### src/rtl/clk_div_multi.sv
// Multi-channel programmable clock divider with glitch-free divisor updates at
// each channel's period boundary. Optional CLK_DIV_SYNC_EN adds a global re-phase input.

module clk_div_ch #(
  parameter int DW        = 20,
  parameter int DIV_RESET = 1000000
) (
  input  logic          clk,
  input  logic          rst,
  input  logic          i_acc,
  input  logic [DW-1:0] i_div,
  input  logic          i_sync,
  output logic          o_pend,
  output logic          o_tick,
  output logic          o_clk
);
  logic [DW-1:0] r_cnt, r_div_a, r_div_s;
  logic          r_pend, r_tick, r_clk;
  logic          w_en, w_bnd;
  logic [DW:0]   w_half;

  assign w_en   = (r_div_a != '0);
  // a disabled channel sits on a boundary every cycle so a new divisor lands quickly
  assign w_bnd  = !w_en || (r_cnt == r_div_a - 1'b1) || i_sync;
  assign w_half = ({1'b0, r_div_a} + 1'b1) >> 1;

  always_ff @(posedge clk) begin
    if (!rst) begin
      r_cnt   <= '0;
      r_div_a <= DW'(DIV_RESET);
      r_div_s <= '0;
      r_pend  <= 1'b0;
      r_tick  <= 1'b0;
      r_clk   <= 1'b0;
    end else begin
      if (w_en) begin
        r_tick <= (r_cnt == '0);
        r_clk  <= ({1'b0, r_cnt} < w_half);
        r_cnt  <= w_bnd ? '0 : r_cnt + 1'b1;
      end else begin
        r_tick <= 1'b0;
        r_clk  <= 1'b0;
        r_cnt  <= '0;
      end
      // only a shadow registered before this cycle may be applied
      if (w_bnd && r_pend) begin
        r_div_a <= r_div_s;
        r_pend  <= 1'b0;
        r_cnt   <= '0;
      end else if (i_acc && !r_pend) begin
        r_div_s <= i_div;
        r_pend  <= 1'b1;
      end
    end
  end

  assign o_pend = r_pend;
  assign o_tick = r_tick;
  assign o_clk  = r_clk;
endmodule

module clk_div_multi #(
  parameter  int NCH       = 4,
  parameter  int DW        = 20,
  parameter  int DIV_RESET = 1000000,
  localparam int CW        = (NCH > 1) ? $clog2(NCH) : 1
) (
  input  logic           clk,
  input  logic           rst,
  input  logic           wr_en,
  input  logic [CW-1:0]  wr_ch,
  input  logic [DW-1:0]  wr_div,
`ifdef CLK_DIV_SYNC_EN
  input  logic           sync,
`endif
  output logic           wr_ready,
  output logic [NCH-1:0] pending,
  output logic [NCH-1:0] tick,
  output logic [NCH-1:0] clk_out
);
  logic [(1<<CW)-1:0] w_pend_pad;
  logic               w_sync;

`ifdef CLK_DIV_SYNC_EN
  assign w_sync = sync;
`else
  assign w_sync = 1'b0;
`endif

  // out-of-range channels read as not pending, so they report ready
  always_comb begin
    w_pend_pad          = '0;
    w_pend_pad[NCH-1:0] = pending;
  end
  assign wr_ready = !w_pend_pad[wr_ch];

  for (genvar g = 0; g < NCH; g++) begin : g_ch
    logic w_acc;
    assign w_acc = wr_en && (wr_ch == CW'(g)) && !pending[g];
    clk_div_ch #(.DW(DW), .DIV_RESET(DIV_RESET)) u_ch (
      .clk    (clk),
      .rst    (rst),
      .i_acc  (w_acc),
      .i_div  (wr_div),
      .i_sync (w_sync),
      .o_pend (pending[g]),
      .o_tick (tick[g]),
      .o_clk  (clk_out[g])
    );
  end
endmodule

### config.mk
export PLATFORM = sky130hd
export DESIGN_NAME = clk_div_multi
export DESIGN_NICKNAME = d
export VERILOG_FILES = /design/src/rtl/clk_div_multi.sv
export SDC_FILE = /design/constraint.sdc
export NUM_CORES = 1
export LEC_CHECK = 0
export ABC_CLOCK_PERIOD_IN_PS = 5830
export BUFFER_PORTS_ARGS = -buffer_cell sky130_fd_sc_hd__buf_4
export CAP_MARGIN = 10
export CORE_ASPECT_RATIO = 0.75
export CORE_MARGIN = 1.5
export CORE_UTILIZATION = 40
export DETAILED_ROUTE_END_ITERATION = 10
export SLEW_MARGIN = 30
export SYNTH_ARGS = -nofsm -noshare
export SYNTH_HDL_FRONTEND = slang
export SYNTH_SLANG_ARGS = --single-unit
### constraint.sdc
create_clock -name clk -period 5.83 [get_ports clk]
set_input_delay 0.583 -clock clk [delete_from_list [all_inputs] [get_ports clk]]
set_output_delay 0.583 -clock clk [all_outputs]
set_load 0.03 [all_outputs]
==> results.json <==
{
  "status": "finished clean",
  "hp-class": "primary input to flip-flop",
  "power.total_mw": 3.838,
  "drc_errors": 0,
  "ys_ff_latch": 252,
  "cts_setup_buffers": 0,
  "syn-num-nets": 2290,
  "yosys.area.top_type": "dfxtp_1",
  "crit_fanout": 21,
  "p_clk_frac": 0.455,
  "postRouteAntennaNets": 0,
  "cts_buffers": 27,
  "fmax_ghz": 0.2345,
  "grt_max_degree": 61,
  "timing.rr.start": "g_ch[2].u_ch.r_div_a[2]$_SDFFE_PN0P_",
  "seqPwrFrac": 0.473,
  "multi_input_area_mm2": 0.01082,
  "io_pins": 38,
  "worst_ep_arrival_time_ns": 4.65,
  "crit_chain": "nor4_4 > nand2_1 > a2111oi_0 > nand4_1 > or3_1 > nand3_1 > o22ai_1",
  "grtUsageTotal": 0.2080,
  "finalNonFillerCells": 2640,
  "cts_tree": "yes",
  "drive_gt1_frac": 0.07053,
  "fp.coreArea_mm2": 0.04188,
  "cts.htree.levels": 1,
  "maxSlewViolCount": 0,
  "synth-warning-count": 0,
  "grt_pass1_vias": 13610,
  "finalHoldViolCount": 0,
  "p_int_mw": 2.886,
  "worstSetupStartpointType": "flip-flop",
  "cpPeakStageDelay_ns": 0.75,
  "synthArstFlopShare": 0,
  "final.setup.tns_ns": 0,
  "min_period_over_period": 0.7316,
  "num_vias": 14950,
  "first_pass_iters": 5,
  "initial_core_util": 0.4045,
  "synth_area_leaders": "dfxtp_1 (30%), ha_1 (6.8%), xnor2_1 (6.7%)",
  "cellLeakagePower_nw": 6.632,
  "path_buf_inv": 0,
  "clock_latency_ns": 0.55,
  "ys.flop_type": "dfxtp_1",
  "dp_cells": 2591,
  "end_kind": "flip-flop",
  "drt_wl_total_um": 45740,
  "p_comb_frac": 0.072,
  "post_drt_wl_per_cell_um": 17.32,
  "ir_drop_mv": 0.2132,
  "fp.dieH_um": 181.2,
  "cap_violations": 0,
  "grt_overflow": 0,
  "synth_area_mm2": 0.01694,
  "cts_buffer_depth": 3,
  "synthCells": 2173,
  "drt-initial-drc-count": 1243,
  "final-setup-viol-count": 0,
  "viasPerCell": 5.664,
  "worst-setup-path-type": "flip-flop to flip-flop",
  "tightest_slew_ns": 0.9841,
  "num_rows": 65,
  "holdBufCountCts": 0,
  "critPathRequiredTime_ns": 6.22,
  "clockRootBuffer": "clkbuf_16",
  "dp_hpwl_um": 33100,
  "grt_pass1_wl_um": 74250,
  "fin_nets": 2168,
  "p_switching_mw": 0.9522,
  "syn_avg_cell_area_um2": 7.796,
  "antenna_found_initial": 1,
  "dieWidth_um": 240.6,
  "slew_headroom": 0.3421,
  "n_fill_cell": 4197,
  "synth.distinct_cells": 91,
  "cts.sinks": 252,
  "clock_skew_ns": 0.008157,
  "netSwitchingFraction": 0.2481,
  "portBuffers": 37,
  "yosysTopAreaCellShare": 0.2978,
  "layout_min_cycle_time_ns": 4.265,
  "clk_pin_slew_ns": 0.06,
  "crit_family": "simple AND/OR/NAND/NOR gates",
  "synth_edf_count": 0,
  "slowest_stage": "nor4_4",
  "regArea_mm2": 0.005046,
  "powerDensity_mw_per_mm2": 212.4,
  "fp.dieArea_mm2": 0.04361,
  "worstSetupStartpoint": "g_ch[2].u_ch.r_div_a[2]$_SDFFE_PN0P_",
  "globalplace.congestion": 0.8881,
  "cts.repair.resized": 0,
  "rsz0062_at_grt": "no",
  "min-delay-start": "wr_div[7]",
  "area_growth_pct": 6.684,
  "ys_seq_area_frac": 0.2978
}
power by group through the flow:
stage          registers (mW)  clock network (mW)  logic, mW
2_1_floorplan            1.82                   0      0.218
5_1_grt                  1.82                1.85      0.304
3_5_place_dp             1.85                   0      0.274
6_report                 1.82                1.75      0.275
4_1_cts                  1.82                1.79      0.275
3_3_place_gp             1.85                   0      0.269
final timing paths:
| path | cells past startpoint | slack, ns | end |
|---|---|---|---|
| worst max-delay path | 7 | 1.56 | g_ch[2].u_ch.o_pend$_SDFFE_PP0P_ |
| worst min-delay path | 3 | 0.34 | g_ch[3].u_ch.r_div_s[7]$_SDFFE_PN0P_ |
| worst max register to register | 7 | 1.56 | g_ch[2].u_ch.o_pend$_SDFFE_PP0P_ |
| worst min register to register | 2 | 0.46 | g_ch[3].u_ch.r_div_s[8]$_SDFFE_PN0P_ |
state kept, by name, summed over array words and instances, names as in the netlist:
name	count
g_ch.u_ch.o_pend	4
g_ch.u_ch.r_div_s	80
g_ch.u_ch.o_clk	4
g_ch.u_ch.r_cnt	80
g_ch.u_ch.o_tick	4
g_ch.u_ch.r_div_a	80
stage by stage:
| step | hold slack [ns] | cell area, um2 | util | setup slack (ns) |
|---|---|---|---|---|
| floorplan | 0.4353 | 16940 | - | 2.884 |
| global placement | 0.4429 | 17150 | 0.4095 | 1.533 |
| detailed placement | 0.4479 | 17180 | 0.4101 | 1.626 |
| CTS | 0.3123 | 18060 | 0.4313 | 1.606 |
| global route | 0.3194 | 18070 | 0.4315 | 1.074 |
| finish | 0.3371 | 18070 | 0.4315 | 1.565 |
placed cells by master, fill, tap and decap left out, types with 6 or more instances in the layout:
master,count
a21oi_1,123
or3_1,11
a211oi_1,13
nor3_1,50
a21o_1,36
nor2b_1,14
nand3_1,158
clkbuf_8,7
o211ai_2,7
nand2_1,283
o21ai_0,17
xor2_1,113
nand4_1,92
o22ai_1,6
a31oi_1,24
buf_4,48
inv_1,65
clkbuf_16,27
mux2_4,7
o211ai_1,57
ha_1,92
clkbuf_1,6
nor4_1,48
nor2_1,163
or2_2,6
xnor2_1,130
dfxtp_1,251
and3_1,32
and4_1,15
nand2b_1,14
or4_1,9
mux2i_1,15
a41oi_1,6
cell families (layout without fill, tap and decap cells):
logic type	count (synthesis)	after routing	synth area share
DFF	252	252	0.2978
AOI/OAI and AO/OA	363	363	0.1487
other	0	1	0
and+or+nand+nor	930	930	0.2739
buffers and inverters	265	162	0.06625
adders and majority gates	92	92	0.06795
muxes	27	27	0.01839
xor gates and xnor gates	244	244	0.1270
final cells by class:
cell class	instances	area share
diodes	1	0.0001385
clock buffers	40	0.04396
clock inverters	8	0.005123
inverters	66	0.01385
multi-input cells	1656	0.5984
flip-flops and latches	252	0.2792
well taps	569	0.03939
repair buffers	48	0.01994
cells in the mapped netlist, drive strengths merged, types with 5 or more instances:
master,count
a21o,36
nand2,283
a211o,5
buf,58
clkbuf,141
nor2,164
o22a,5
nor2b,14
a21oi,124
nor4,55
nand2b,14
xnor2,130
ha,92
nand4,93
o21ai,19
or3,11
mux2i,15
o21a,5
o211ai,64
and4,15
nor3,53
xor2,113
mux2,12
or2,7
o22ai,6
or4,13
a211oi,14
a221oi,6
a2111oi,5
dfxtp,252
inv,66
a31oi,24
and3,32
a41oi,6
nand3,159
o221ai,5
layer usage:
layer  track usage  vias to the layer above  part of all wire
li1              -                     7433                 -
met1        0.3224                     7096              0.51
met2        0.2975                      368              0.41
met3       0.02811                       55             0.059
met4       0.04956                        0             0.022
met5             0                        -                 0
tightest hold or removal path, stage by stage:
cell and delay (ns):
buf_4 0.15, nand2_1 0.06, a21oi_1 0.05
Note: power is estimated with default switching activity, not from simulation.
